## config.mk

```make
export PLATFORM = sky130hd
export DESIGN_NAME = mips_run_control
export DESIGN_NICKNAME = d
export VERILOG_FILES = /design/src/rtl/mips_run_control.sv
export SDC_FILE = /design/constraint.sdc
export NUM_CORES = 1
export LEC_CHECK = 0
export ABC_AREA = 1
export CORE_UTILIZATION = 30
export DETAILED_ROUTE_END_ITERATION = 6
export SLEW_MARGIN = 40
export SYNTH_ARGS = -nofsm -noshare
export SYNTH_HDL_FRONTEND = slang
export SYNTH_SLANG_ARGS = --single-unit
```

## constraint.sdc

```tcl
create_clock -name clock -period 2.35 [get_ports clock]
set_input_delay 0.47 -clock clock [delete_from_list [all_inputs] [get_ports clock]]
set_output_delay 0.47 -clock clock [all_outputs]
set_load 0.05 [all_outputs]
```

## src/rtl/mips_run_control.sv

```systemverilog
// Run-control sequencer for the pipelined Mips core.
// Holds the core in a stretched reset, gates its clock-enable, and obeys
// RUN / HALT / STEP / RESTART commands. Also owns a small PC breakpoint table
// and a free-running count of enabled cycles.
//
// Command handshake: a command transfers on a posedge where
// cmd_valid && cmd_ready are both high. cmd_ready depends only on the
// registered state (low while the core is held in reset). cmd_op/cmd_count
// are sampled only on that transfer edge; the offerer may change them freely
// when no transfer happens. There is no back-pressure beyond the RESET state.
module mips_run_control #(
  parameter int RESET_CYCLES = 4,
  parameter int START_RUN    = 1,
  parameter int ADDR_WIDTH   = 32,
  parameter int COUNT_WIDTH  = 32,
  parameter int NBREAK       = 4,
  localparam int IW          = (NBREAK > 1) ? $clog2(NBREAK) : 1
) (
  input  logic                   clock,
  input  logic                   reset,
  input  logic                   cmd_valid,
  output logic                   cmd_ready,
  input  logic [1:0]             cmd_op,
  input  logic [COUNT_WIDTH-1:0] cmd_count,
  input  logic                   bp_we,
  input  logic [IW-1:0]          bp_index,
  input  logic [ADDR_WIDTH-1:0]  bp_addr,
  input  logic                   bp_en,
  input  logic [ADDR_WIDTH-1:0]  pc,
  input  logic                   pc_valid,
  output logic                   core_reset,
  output logic                   core_enable,
  output logic [1:0]             state,
  output logic [COUNT_WIDTH-1:0] cycle_count,
  output logic                   bp_hit,
  output logic [IW-1:0]          bp_hit_index
);

  // Timer must hold RESET_CYCLES itself.
  localparam int TW = $clog2(RESET_CYCLES + 1);

  typedef enum logic [1:0] {
    ST_RESET    = 2'd0,
    ST_HALTED   = 2'd1,
    ST_RUNNING  = 2'd2,
    ST_STEPPING = 2'd3
  } state_t;

  localparam logic [1:0] OP_RUN     = 2'd0;
  localparam logic [1:0] OP_HALT    = 2'd1;
  localparam logic [1:0] OP_STEP    = 2'd2;
  localparam logic [1:0] OP_RESTART = 2'd3;

  state_t                 st_q;
  logic [TW-1:0]          timer_q;
  logic [COUNT_WIDTH-1:0] remaining_q;
  logic [COUNT_WIDTH-1:0] cycle_q;
  logic [ADDR_WIDTH-1:0]  bp_addr_q [NBREAK];
  logic                   bp_en_q   [NBREAK];
  logic                   hit_q;
  logic [IW-1:0]          hit_idx_q;

  logic                   enabled;
  logic                   cmd_fire;
  logic                   match_any;
  logic [IW-1:0]          match_idx;
  logic                   bp_match;

  // Every output is a decode of registered state; only cmd_ready feeds back
  // into the command handshake.
  assign state        = st_q;
  assign core_reset   = (st_q == ST_RESET);
  assign enabled      = (st_q == ST_RUNNING) || (st_q == ST_STEPPING);
  assign core_enable  = enabled;
  assign cmd_ready    = (st_q != ST_RESET);
  assign cycle_count  = cycle_q;
  assign bp_hit       = hit_q;
  assign bp_hit_index = hit_idx_q;
  assign cmd_fire     = cmd_valid && cmd_ready;
  assign bp_match     = enabled && pc_valid && match_any;

  // Breakpoint compare against current table contents; scanning downward
  // leaves the lowest matching index in match_idx.
  always_comb begin
    match_any = 1'b0;
    match_idx = '0;
    for (int i = NBREAK - 1; i >= 0; i--) begin
      if (bp_en_q[i] && (bp_addr_q[i] == pc)) begin
        match_any = 1'b1;
        match_idx = IW'(i);
      end
    end
  end

  // Run-control sequencer, cycle counter and breakpoint table.
  always_ff @(posedge clock) begin
    if (reset) begin
      st_q        <= ST_RESET;
      timer_q     <= TW'(RESET_CYCLES);
      remaining_q <= '0;
      cycle_q     <= '0;
      hit_q       <= 1'b0;
      hit_idx_q   <= '0;
      for (int i = 0; i < NBREAK; i++) begin
        bp_addr_q[i] <= '0;
        bp_en_q[i]   <= 1'b0;
      end
    end else begin
      if (enabled) begin
        cycle_q <= cycle_q + COUNT_WIDTH'(1);
      end

      // Table writes land next cycle; indices past the table match no entry.
      for (int i = 0; i < NBREAK; i++) begin
        if (bp_we && (bp_index == IW'(i))) begin
          bp_addr_q[i] <= bp_addr;
          bp_en_q[i]   <= bp_en;
        end
      end

      case (st_q)
        ST_RESET: begin
          timer_q <= timer_q - TW'(1);
          if (timer_q == TW'(1)) begin
            st_q <= (START_RUN != 0) ? ST_RUNNING : ST_HALTED;
          end
        end
        default: begin
          if (cmd_fire && (cmd_op == OP_RESTART)) begin
            st_q    <= ST_RESET;
            timer_q <= TW'(RESET_CYCLES);
            hit_q   <= 1'b0;
          end else if (bp_match) begin
            // Any RUN/HALT/STEP offered in this cycle is consumed and dropped.
            st_q      <= ST_HALTED;
            hit_q     <= 1'b1;
            hit_idx_q <= match_idx;
          end else if (cmd_fire) begin
            case (cmd_op)
              OP_RUN: begin
                st_q  <= ST_RUNNING;
                hit_q <= 1'b0;
              end
              OP_HALT: begin
                st_q <= ST_HALTED;
              end
              OP_STEP: begin
                hit_q <= 1'b0;
                if (cmd_count != '0) begin
                  st_q        <= ST_STEPPING;
                  remaining_q <= cmd_count;
                end else begin
                  st_q <= ST_HALTED;
                end
              end
              default: begin
                st_q <= st_q;
              end
            endcase
          end else if (st_q == ST_STEPPING) begin
            remaining_q <= remaining_q - COUNT_WIDTH'(1);
            if (remaining_q == COUNT_WIDTH'(1)) begin
              st_q <= ST_HALTED;
            end
          end
        end
      endcase
    end
  end

endmodule

```

# After elaboration in Yosys (flattened, before gate mapping)

Memories as Yosys holds them, arrays and structs flattened.
Cells that the tools add are included.
Widths: inputs -> output; s select.

Add/sub/neg operators: 3
Eq/ne operators: 18
Mux-type cells: 49
Bitwise gates (word level): 11
Reductions and logical operators: 29

Operator list:

| kind                  | number |
|---|---|
| $mux 32               | 8 |
| $eq 32x32->1          | 4 |
| $add 32x1->32 const B | 1 |
| $eq 32x1->1 const B   | 1 |
| $reduce_bool 32->1    | 1 |
| $sub 32x1->32 const B | 1 |
| $mux 1                | 26 |
| $mux 2                | 12 |
| $eq 2x2->1 const B    | 6 |
| $logic_and 1x1->1     | 12 |
| $reduce_bool 5->1     | 2 |
| $or 1x1->1            | 8 |
| $ne 7x2->1 const B    | 1 |
| $logic_not 2->1       | 3 |
| $mux 3                | 2 |
| $ne 2x1->1 const B    | 3 |
| $pmux 2 s3            | 1 |
| $reduce_and 3->1      | 2 |
| $reduce_and 6->1      | 1 |
| $reduce_bool 2->1     | 3 |
| $reduce_bool 3->1     | 2 |
| $eq 2x1->1 const B    | 2 |
| $reduce_and 4->1      | 1 |
| $eq 3x1->1 const B    | 1 |
| other kinds (4)       | 6 |

Flip-flop bits (word level): 72
RAM bits: 132
Bits of input ports: 106
Output and inout bits: 40
Memories: 2

Memories:

| memory    | words | bits a word | rd ports | clocked after Yosys merged registers in | write ports | RTL line | source |
|---|---|---|---|---|---|---|---|
| bp_addr_q | 4     | 32          | 4        | 0                                       | 4           | 58       | `logic [ADDR_WIDTH-1:0] bp_addr_q [NBREAK];` |
| bp_en_q   | 4     | 1           | 4        | 0                                       | 4           | 59       | `logic bp_en_q [NBREAK];` |

# Depth between registers and ports, before layout

Depth in word-level cells: 10
Depth in mapped cells: 18
Gate-level depth less buffers: 16

# Worst setup path before layout

Ideal clock, no wire load.

Path type: reg-to-reg
Start: reg cycle_q[0] (netlist: cycle_count[0])
End: reg cycle_q[28] (netlist: cycle_count[28])
Setup time: 0.115 ns
Data arrival time: 2.378 ns
Path slack: -0.142 ns
Stages on the path, launching flop included: 15
Cells stage by stage: dfxtp_1 > ha_1 > nand3_1 > nor2_4 > nand3_1 > nor2_1 > nand4_2 > nor2_2 > nand4_1 > nor2_1 > nand2_1 > nor2_2 > nand2_1 > nand2_1 > nor2_1

Word-level cells in the longest chain between the ends: 1

RTL lines:

| what                     | RTL line | source |
|---|---|---|
| start: declaration       | 57       | `logic [COUNT_WIDTH-1:0] cycle_q;` |
| start signal: assignment | 110      | `cycle_q <= cycle_q + COUNT_WIDTH'(1);` |
| $add 32x1->32            | 110      |  |

No other way between the ends.
A chain may end at the register's enable or synchronous reset.

# Worst setup path after layout

Start: in pc[23]
End: reg remaining_q[27]

Word-level cells in the longest chain between the ends: 9
Elaborated cells on any way between the ends: 15
Classes of those cells: eq/ne (4); mux (4); bitwise (1); reduce/logical (6)

RTL lines:

| what                                | RTL line | source |
|---|---|---|
| start: declaration                  | 29       | `input logic [ADDR_WIDTH-1:0] pc,` |
| $eq 32x32->1                        | 88       | `if (bp_en_q[i] && (bp_addr_q[i] == pc)) begin` |
| $logic_and 1x1->1                   | 88       |  |
| $mux 1 (3 in a row)                 | 88       |  |
| $mux 1 *                            | 88       |  |
| $logic_and 1x1->1 *                 | 80       | `assign bp_match = enabled && pc_valid && match_any;` |
| $not 1->1 (no source line) *        | n/a      |  |
| $reduce_and 6->1 (no source line) * | n/a      |  |
| end signal: assignment              | 151      | `remaining_q <= cmd_count;` |
| end signal: assignment              | 161      | `remaining_q <= remaining_q - COUNT_WIDTH'(1);` |
| end: declaration                    | 56       | `logic [COUNT_WIDTH-1:0] remaining_q;` |

Mark *: on every way between the ends. The rest lies on a longest branch, timed or not.

==> summary.txt <==
Status: finished, final reports clean
Sw frac: 33.5%
Max-slew violations: 0
Hold Path Class: reg -> reg
DR vias/cell: 4.73
Final Hold Fails: 0
Crit Path Category: in -> reg
Largest net degree at the start of global routing: 57
Clock transition at path regs: 0.06 ns
Max rail drop VDD: 0.521 mV
Cts hold-fix bufs: 0
Power Internal: 0.00804 W
Critical Path RT: 2.77 ns
Leakage power: 6.54 nW
DRT Pass-1 Iters: 5
Clk root buf: clkbuf_16
Vias: 10311
Area growth from synthesis to layout: 33.5%
CTS sink cnt: 204
Clock network fraction of design power: 33.2%
Clock Latency Late Sink: 0.53 ns
TritonCTS clock tree: done
Cell taking the most area after synthesis: edfxtp_1
Post-DP HPWL: 25.2 mm
Synthesized cell area: 11100 um^2
Clock buffer depth: 3
Die width: 195 um
Fraction of layout cells with a size suffix above 1: 13.3%
DRT antenna net count: 0
Full die area: 37900 um^2
Slowest stage cell, crit path: clkdlybuf4s50_1
Sequential power share: 36.1%
GRT Overall Usage: 18.2%
Max Freq: 0.434 GHz
Power, Total: 0.0121 W
CP endpoint kind: register
Cells after Synth: 1462
IO Pins: 146
Die H: 195 um
Final wirelength: 35.1 mm
Initial antenna violation count: 6
P_sw: 0.00404 W
Routability cong.: 0.915
Combinational fraction of design power: 30.8%
Mapped Avg Cell Area: 7.62 um^2
Overflow after GRT: 0
FP Rows: 70
Max_slew headroom: 60.6%
Placeable Area: 36600 um^2
First-pass GRT wire length: 53.7 mm
Share of the yosys chip area belonging to registers: 48.5%
Initial Util: 30.4%
Min Hold Slack: 0.455 ns
Measured slew at the worst slew-check pin: 0.589 ns
Nets: 1808
H-tree Lvls: 1
Yosys cell types: 44
Top cell type's share of synthesized area: 35.6%
Power per cell area: 812 nW/um^2
Setup crit start kind: primary input
Critical path arrival: 2.72 ns
Worst Skew: 0.0130 ns
CTS buffer count: 25
Syn_nets: 1578
Synthesized flop and latch total: 204
Period minus WS final: 2.30 ns
Max cap viols: 0
I/O Buffers: 145
Fin util: 40.7%
Drt initial violations: 654
Synth area leaders: edfxtp_1 (36%), dfxtp_1 (13%), nand2_1 (10%)
Tcrit/Tclk final: 97.9%
Setup TNS: 0 ns
Synth Warn #: 0
Worst-path cell chain: clkdlybuf4s50_1 > buf_4 > xor2_1 > nor3_1 > nand3_2 > nor2_2 > nor2_4 > nand2_4 > nand2_2 > and3_4 > clkbuf_16 > o21ai_1 > nor2_1
WL per Instance: 16.1 um
Drt drc: 0
Max incr delay on CP: 0.51 ns
Vias in the first global route: 9828
Crit-path max FO: 18
Final setup vio count: 0
routing by layer:
| layer | GRT usage (%) | part of all wire [%] | vias to the layer above |
|---|---|---|---|
| met5 | 0 | 0.12 | - |
| met4 | 5.02 | 2.3 | 6 |
| met2 | 28.7 | 45 | 370 |
| met1 | 24.5 | 44 | 4727 |
| met3 | 4.74 | 8.5 | 56 |
| li1 | - | - | 5152 |
power groups by stage:
stage	clock network (W)	logic, W	registers (W)
floorplan	0	0.00231	0.00445
global placement	0	0.00355	0.00442
detailed placement	0	0.00358	0.00443
CTS	0.00407	0.00361	0.00435
global route	0.00420	0.00417	0.00441
finish	0.00401	0.00372	0.00436
stage by stage:
step	area, um^2	setup slack (ns)	instances
3_5_place_dp	13800	-0.592	2127
5_1_grt	14900	-0.0509	2178
4_1_cts	14700	0.000824	2172
3_3_place_gp	13800	-0.574	2127
6_report	14900	0.0484	2179
2_1_floorplan	11200	0.000444	1462
flip-flops by register name, indices dropped and copies added (netlist names):
register,cells
bp_addr_q,128
cycle_count,32
remaining_q,32
bp_en_q,4
timer_q,3
bp_hit_index,2
state,2
bp_hit,1
synthesized netlist by cell type, drive strengths merged:
cell type and instances:
a211oi 1, a21boi 3, a21oi 66, a22oi 1, a31oi 3, and3 2, buf 12, clkbuf 27
clkinv 1, dfxtp 72, edfxtp 132, ha 10, inv 217, mux2i 3, nand2 313, nand3 51
nand4 20, nor2 302, nor3 28, nor4 11, o2111ai 1, o211ai 4, o21a 7, o21ai 118
o22ai 1, o31ai 3, or2 9, xnor2 18, xor2 26
path summary, 6_finish.rpt:
check	from	end	cells after the start	slack (ns)
hold / removal	bp_hit_index[0]	bp_hit_index[0]	2	0.46
hold reg to reg	bp_hit_index[0]	bp_hit_index[0]	2	0.46
setup reg to reg	cycle_count[0]	cycle_count[30]	13	0.14
setup / recovery	pc[23]	remaining_q[27]	13	0.05
critical path: cells and delay by family:
family | cells | cell delay (ns)
AND/OR/NAND/NOR | 8 | 1.09
buffers and inverters | 3 | 0.89
AO/OA/AOI/OAI | 1 | 0.12
XOR/XNOR | 1 | 0.15
cell type report:
cell class / count / area, um^2
Antenna cell: 1 / 2.50
Multi-Input combinational cell: 1001 / 4840
Tap cell: 468 / 586
Inverter: 218 / 818
Clock buffer: 30 / 674
Clock inverter: 15 / 174
Timing Repair Buffer: 242 / 2380
Sequential cell: 204 / 5410
Fill cell: 3657 / 21700
timing repair:
action,CTS,global route
buffers inserted,0,5
pin swaps,0,14
resized for setup,4,53
cloned,0,1
endpoints found under the setup margin,16,40
cells in the final DEF (no fill, tap or decap), types with 4 or more instances in the layout:
cell type | netlist | routed
nor2_2 | 13 | 20
nand3_2 | 5 | 9
nor4_1 | 11 | 11
clkdlybuf4s50_1 | 0 | 123
clkinv_1 | 1 | 5
nand4_1 | 19 | 19
o21a_1 | 7 | 7
xor2_1 | 26 | 26
nor2_1 | 285 | 273
a21oi_1 | 63 | 62
dfxtp_1 | 72 | 70
nand2_1 | 308 | 306
nor2_4 | 4 | 9
buf_4 | 0 | 86
buf_12 | 0 | 11
nor3_1 | 27 | 26
clkinv_2 | 0 | 6
dlymetal6s2s_1 | 0 | 18
nand2_2 | 4 | 6
clkbuf_16 | 0 | 26
inv_1 | 191 | 189
xnor2_1 | 18 | 18
nand3_1 | 46 | 42
o211ai_1 | 4 | 4
ha_1 | 10 | 9
o21ai_1 | 41 | 43
edfxtp_1 | 132 | 132
o21ai_0 | 77 | 73
bufinv_16 | 0 | 4
inv_2 | 26 | 28
cells by family (layout without fill, tap and decap cells):
family | after synthesis | after routing | synth area share, %
xor+xnor | 44 | 44 | 3.46
buf+inv | 257 | 505 | 9.06
mux | 3 | 3 | 0.269
compound gates | 208 | 208 | 9.95
simple gates | 736 | 736 | 27.7
other cells | 0 | 1 | 0
flops | 204 | 204 | 48.5
fa+ha+maj | 10 | 10 | 1.12
Note: power is estimated with default switching activity, not from simulation.
